**src/rtl/blake_msg_sched.sv**
```systemverilog
// BLAKE-512 message/constant scheduler: streams sigma-permuted words and constants, LANES G per beat.
// Optional feature: define BLAKE_MSG_PAD_EN for a 10-word input block padded to an 80-byte message.
module blake_msg_sched #(
  parameter int unsigned ROUNDS = 16,
  parameter int unsigned LANES  = 1,
`ifdef BLAKE_MSG_PAD_EN
  localparam int unsigned MSG_W = 640
`else
  localparam int unsigned MSG_W = 1024
`endif
) (
  input  logic                  clk,
  input  logic                  rst,
  input  logic                  in_valid,
  output logic                  in_ready,
  input  logic [MSG_W-1:0]      in_msg,
  output logic                  out_valid,
  input  logic                  out_ready,
  output logic [64*LANES-1:0]   out_m0,
  output logic [64*LANES-1:0]   out_m1,
  output logic [64*LANES-1:0]   out_k0,
  output logic [64*LANES-1:0]   out_k1,
  output logic [4:0]            out_round,
  output logic [2:0]            out_step,
  output logic                  out_last
);
  localparam int unsigned STEPS = 8 / LANES;
  localparam int unsigned SW    = (STEPS > 1) ? $clog2(STEPS) : 1;
  localparam int unsigned LW    = $clog2(LANES);
  localparam int unsigned NW    = MSG_W / 64;

  if (ROUNDS < 1 || ROUNDS > 20) begin : g_bad_rounds
    $error("blake_msg_sched: ROUNDS must be in 1..20");
  end
  if (LANES != 1 && LANES != 2 && LANES != 4 && LANES != 8) begin : g_bad_lanes
    $error("blake_msg_sched: LANES must be 1, 2, 4 or 8");
  end

  typedef enum logic [0:0] {StIdle, StRun} state_e;

  function automatic logic [63:0] sigma_row(input logic [3:0] r);
    logic [63:0] v;
    v = 64'h0123456789ABCDEF;
    case (r)
      4'd1:    v = 64'hEA489FD61C02B753;
      4'd2:    v = 64'hB8C052FDAE367194;
      4'd3:    v = 64'h7931DCBE265A40F8;
      4'd4:    v = 64'h905724AFE1BC683D;
      4'd5:    v = 64'h2C6A0B834D75FE19;
      4'd6:    v = 64'hC51FED4A0763928B;
      4'd7:    v = 64'hDB7EC13950F4862A;
      4'd8:    v = 64'h6FE9B308C2D714A5;
      4'd9:    v = 64'hA2847615FB9E3CD0;
      default: v = 64'h0123456789ABCDEF;
    endcase
    return v;
  endfunction

  function automatic logic [63:0] cval(input logic [3:0] i);
    logic [63:0] v;
    v = '0;
    unique case (i)
      4'd0:  v = 64'h243F6A8885A308D3;
      4'd1:  v = 64'h13198A2E03707344;
      4'd2:  v = 64'hA4093822299F31D0;
      4'd3:  v = 64'h082EFA98EC4E6C89;
      4'd4:  v = 64'h452821E638D01377;
      4'd5:  v = 64'hBE5466CF34E90C6C;
      4'd6:  v = 64'hC0AC29B7C97C50DD;
      4'd7:  v = 64'h3F84D5B5B5470917;
      4'd8:  v = 64'h9216D5D98979FB1B;
      4'd9:  v = 64'hD1310BA698DFB5AC;
      4'd10: v = 64'h2FFD72DBD01ADFB7;
      4'd11: v = 64'hB8E1AFED6A267E96;
      4'd12: v = 64'hBA7C9045F12C7F99;
      4'd13: v = 64'h24A19947B3916CF7;
      4'd14: v = 64'h0801F2E2858EFC16;
      4'd15: v = 64'h636920D871574E69;
    endcase
    return v;
  endfunction

  state_e          st_q, st_d;
  logic [SW-1:0]   step_q, step_d;
  logic [4:0]      round_q, round_d;
  logic [3:0]      sig_q, sig_d;
  logic [63:0]     w_q [NW];
  logic [63:0]     words [16];
  logic            run, load, step_wrap, round_wrap;
  logic [2:0]      base, g;
  logic [3:0]      i0, i1;
  logic [63:0]     row;

  assign run        = (st_q == StRun);
  assign in_ready   = (st_q == StIdle) && !rst;
  assign load       = in_valid && in_ready;
  assign step_wrap  = (step_q == SW'(STEPS - 1));
  assign round_wrap = (round_q == 5'(ROUNDS - 1));

  always_comb begin
    st_d    = st_q;
    step_d  = step_q;
    round_d = round_q;
    sig_d   = sig_q;
    unique case (st_q)
      StIdle: begin
        if (load) begin
          st_d    = StRun;
          step_d  = '0;
          round_d = '0;
          sig_d   = '0;
        end
      end
      StRun: begin
        if (out_ready) begin
          if (!step_wrap) begin
            step_d = step_q + SW'(1);
          end else begin
            step_d = '0;
            if (round_wrap) begin
              st_d    = StIdle;
              round_d = '0;
              sig_d   = '0;
            end else begin
              round_d = round_q + 5'd1;
              // sigma row tracks round mod 10 without a divider
              sig_d   = (sig_q == 4'd9) ? 4'd0 : sig_q + 4'd1;
            end
          end
        end
      end
      default: st_d = StIdle;
    endcase
  end

  always_ff @(posedge clk) begin
    if (rst) begin
      st_q    <= StIdle;
      step_q  <= '0;
      round_q <= '0;
      sig_q   <= '0;
    end else begin
      st_q    <= st_d;
      step_q  <= step_d;
      round_q <= round_d;
      sig_q   <= sig_d;
    end
  end

  always_ff @(posedge clk) begin
    if (rst) begin
      for (int i = 0; i < NW; i++) w_q[i] <= '0;
    end else if (load) begin
      for (int i = 0; i < NW; i++) w_q[i] <= in_msg[64*(NW-1-i) +: 64];
    end
  end

  always_comb begin
    for (int i = 0; i < 16; i++) words[i] = '0;
    for (int i = 0; i < NW; i++) words[i] = w_q[i];
`ifdef BLAKE_MSG_PAD_EN
    words[10] = 64'h8000000000000000;
    words[13] = 64'h0000000000000001;
    words[15] = 64'h0000000000000280;
`endif
  end

  always_comb begin
    out_m0 = '0;
    out_m1 = '0;
    out_k0 = '0;
    out_k1 = '0;
    g      = '0;
    i0     = '0;
    i1     = '0;
    base   = 3'(step_q) << LW;
    row    = sigma_row(sig_q);
    if (run) begin
      for (int j = 0; j < LANES; j++) begin
        g  = base + 3'(j);
        // hex digit d (MSB first) lives at bits [(15-d)*4 +: 4]
        i0 = row[{~g, 1'b1, 2'b00} +: 4];
        i1 = row[{~g, 1'b0, 2'b00} +: 4];
        out_m0[64*j +: 64] = words[i0];
        out_m1[64*j +: 64] = words[i1];
        out_k0[64*j +: 64] = cval(i0);
        out_k1[64*j +: 64] = cval(i1);
      end
    end
  end

  assign out_valid = run;
  assign out_round = run ? round_q : '0;
  assign out_step  = run ? base : '0;
  assign out_last  = run && round_wrap && step_wrap;

endmodule

```
**config.mk**
```make
export PLATFORM = sky130hd
export DESIGN_NAME = blake_msg_sched
export DESIGN_NICKNAME = d
export VERILOG_FILES = /design/src/rtl/blake_msg_sched.sv
export SDC_FILE = /design/constraint.sdc
export NUM_CORES = 2
export LEC_CHECK = 0
export ABC_AREA = 1
export BUFFER_PORTS_ARGS = -buffer_cell sky130_fd_sc_hd__buf_2
export CORE_AREA = 2 2 497 499
export CTS_BUF_LIST = sky130_fd_sc_hd__clkbuf_8
export CTS_CLUSTER_SIZE = 24
export DETAILED_ROUTE_END_ITERATION = 6
export DIE_AREA = 0 0 499 501
export HOLD_SLACK_MARGIN = 0.03
export PLACE_DENSITY = 0.49
export SKIP_CTS_REPAIR_TIMING = 1
export SYNTH_ARGS = -nofsm -noshare
export SYNTH_HDL_FRONTEND = slang
export SYNTH_SLANG_ARGS = --single-unit
```
**constraint.sdc**
```tcl
create_clock -name clk -period 36.9 [get_ports clk]
set_input_delay 5.535 -clock clk [delete_from_list [all_inputs] [get_ports clk]]
set_output_delay 5.535 -clock clk [all_outputs]
set_load 0.01 [all_outputs]
```
==> impl_metrics.csv <==
group,metric,value,unit
power,leakage,44.4,nW
sta,max_slew.worst_pin.slew,1.35,ns
sta,timing.fmax,0.0816,GHz
sta,tns,0,ns
cts,clock_latency,0.95,ns
critical_path,cp_cell_sequence,"buf_4 > inv_4 > nand2_1 > nand3_1 > nand3_4 > nand2_8 > buf_4 > buf_4 > buf_4 > o21ai_0 > nand2_1 > nand3_1 > nand2_1 > nor2_1 > nor2_1 > buf_2",
cts,clock_path_buffers,3,
floorplan,num_rows,182,
route,postRouteAntennaNets,0,
outcome,status,"finished with violations",
yosys,yosysSeqAreaShare,45.6,%
route,dr.pass1.iters,7,
cts,tritoncts,"built",
floorplan,die-area,250000,sq um
global_routing,antenna_found_initial,42,
cts,numCtsBuffers,202,
yosys,ys_ff_latch,1100,
yosys,synth-edff-count,1024,
sta,drv_slew,0,
run,maxCapViolations,0,
power,p_comb_share,29.5,%
final_layout,drive_above_1_share,15.3,%
yosys,syn-num-nets,11400,
power,clkPwrFrac,31.1,%
placed_design,gp_congestion,0.928,
sta,finalClockSkew,0.0536,ns
final_layout,final_cell_mix,"nand2_1 (2791), inv_1 (2043), nor2_1 (1545)",
yosys,syn-mean-instance-area,6.87,sq um
sta,setup_slack,24.64,ns
critical_path,cp.arrival,6.73,ns
global_routing,track_usage,27.4,%
floorplan,core_region_area,245000,sq um
final_layout,final_common_cell,"nand2_1",
critical_path,slowest_stage,"buf_4",
global_routing,grt_pass1_vias,70100,
global_routing,grt_pass1_wl,501,mm
floorplan,start_util,28.9,%
route,wire_per_inst,24.3,um
critical_path,cp_common_cell,"buf_4",
power,power.net_switching,1.44,mW
placed_design,port_buffers,1294,
placed_design,dpl.hpwl,247,mm
sta,period_needed,12.26,ns
route,drc,18,
sta,rsz0062_at_grt,"no",
critical_path,cp-end-kind,"output pin",
global_routing,overflow,0,
critical_path,cp-start-kind,"register",
floorplan,io_pins,1295,
cts,h-tree-depth,4,
power,ir_drop,0.0333,mV
final_layout,nets,12300,
cts,path_clk_slew,0.06,ns
critical_path,critPathMaxStageDelay,0.75,ns
power,internal_power,2.39,mW
global_routing,grt_max_degree,191,
yosys,netlist_instances,10300,
placed_design,place_ws,25.16,ns
cts,clock-sinks,1100,
final_layout,area_growth,17.9,%
floorplan,fp.dieH,501,um
sta,fin_crit_sh,33.2,%
yosys,async_reset_ff_share,0,%
route,totalWireLength,356,mm
power,power-per-cell-area,45.9,nW/um^2
floorplan,die-width,499,um
route,vias_per_cell,5.01,
route,dr.first_iter.drc_count,8413,
yosys,synthFlopType,"edfxtp_1",
critical_path,path_max_fanout,73,
power,pwr-share-seq,39.4,%
yosys,syn_area,70700,sq um
cts,cts-root-buf,"clkbuf_8",
outcome,violations,"design-rule violations",
power,switching_share,37.5,%
sta,hold_violations,0,
critical_path,crit_type,"reg2out",
min_path,hold_class,"reg2reg",
sta,setup_viol,0,
yosys,synth_cell_type_count,39,
route,num_vias,73500,
critical_path,critPathRequiredTime,31.36,ns
final_layout,n_fill_cell,26700,
sta,slew_headroom,10.2,%
final_layout,final_core_util,34.1,%
yosys,yosys_warnings,0,
[metrics by stage]
stage                     std cells  total power [mW]  hold slack [ns]  cell area (sq um)
after floorplan               10300              2.27            0.441              70700
after global placement        14300              2.64            0.453              79400
after detailed placement      14300              2.64            0.458              79400
after CTS                     14600              3.83            0.468              83300
after global routing          14700              4.00            0.499              83400
final                         14700              3.82            0.468              83400
[flip-flops by register name (all words and copies together) (netlist names)]
name / cells
w_q: 1024
row: 63
round_q: 5
sig_q: 4
base: 3
out_valid: 1
[layout make-up]
| cell class | instances | area [sq um] | share of cell area [%] |
|---|---|---|---|
| antenna | 44 | 110 | 0.132 |
| clock inverter | 154 | 1020 | 1.23 |
| clock buffer | 208 | 2860 | 3.43 |
| sequential | 1100 | 32300 | 38.7 |
| inverter | 2007 | 7560 | 9.07 |
| timing repair buffer | 1414 | 7490 | 8.98 |
| multi-input combinational | 6516 | 28000 | 33.6 |
| tap | 3220 | 4030 | 4.83 |
[routing by layer]
metal,GRT usage (%),routed length [um],up-vias
met5,0,124,-
met4,12.6,17800,20
met3,5.57,34700,736
met2,42.8,159000,4487
met1,36.2,145000,34700
li1,-,-,33600
[cell usage after synthesis, types with 7 or more instances]
cell type	number	share of area, %
nand3b_1	93	0.99
clkbuf_1	291	1.5
buf_2	274	1.9
nor2_1	1547	8.2
nand2_1	2802	15
inv_1	1992	11
inv_2	12	0.064
a21oi_1	82	0.58
buf_4	39	0.41
edfxtp_1	1024	43
nor3_1	31	0.22
o211ai_1	10	0.11
ha_1	30	0.53
a211oi_1	7	0.074
dfxtp_1	76	2.2
o21ai_0	299	2.1
a31oi_1	7	0.062
buf_1	55	0.29
o22ai_1	8	0.071
o21ai_1	44	0.31
nand2_2	9	0.080
nand3_1	1520	11
buf_6	12	0.19
[worst max-delay path, delay by kind of cell (launching register included)]
kind / cells / cell delay [ns]
DFF: 1 / 0.34
and+or+nand+nor: 9 / 2.19
AOI/OAI and AO/OA: 1 / 0.17
buffers and inverters: 6 / 2.84
[power by group through the flow]
stage	logic (mW)	registers (mW)	clock network, mW
5_1_grt	1.23	1.51	1.26
2_1_floorplan	0.674	1.59	0
3_3_place_gp	1.11	1.53	0
4_1_cts	1.12	1.51	1.21
6_report	1.13	1.51	1.19
3_5_place_dp	1.11	1.53	0
[cells by family after synthesis]
group                    synth area share, %
AND/OR/NAND/NOR                         35.3
buffers and inverters                   15.0
flip-flops                              45.6
AO/OA/AOI/OAI                           3.48
adder cells (fa/ha/maj)                0.531
XOR/XNOR                              0.0354
[path summary, 6_finish.rpt]
kind              cells past startpoint     endpoint       start  slack, ns
hold reg to reg                       2   round_q[4]  round_q[4]       0.47
setup / recovery                     16   out_m1[54]     base[0]      24.64
hold / removal                        2   round_q[4]  round_q[4]       0.47
setup reg to reg                      8  w_q[0][148]   out_valid      30.71
(Power assumes the default switching activity.)
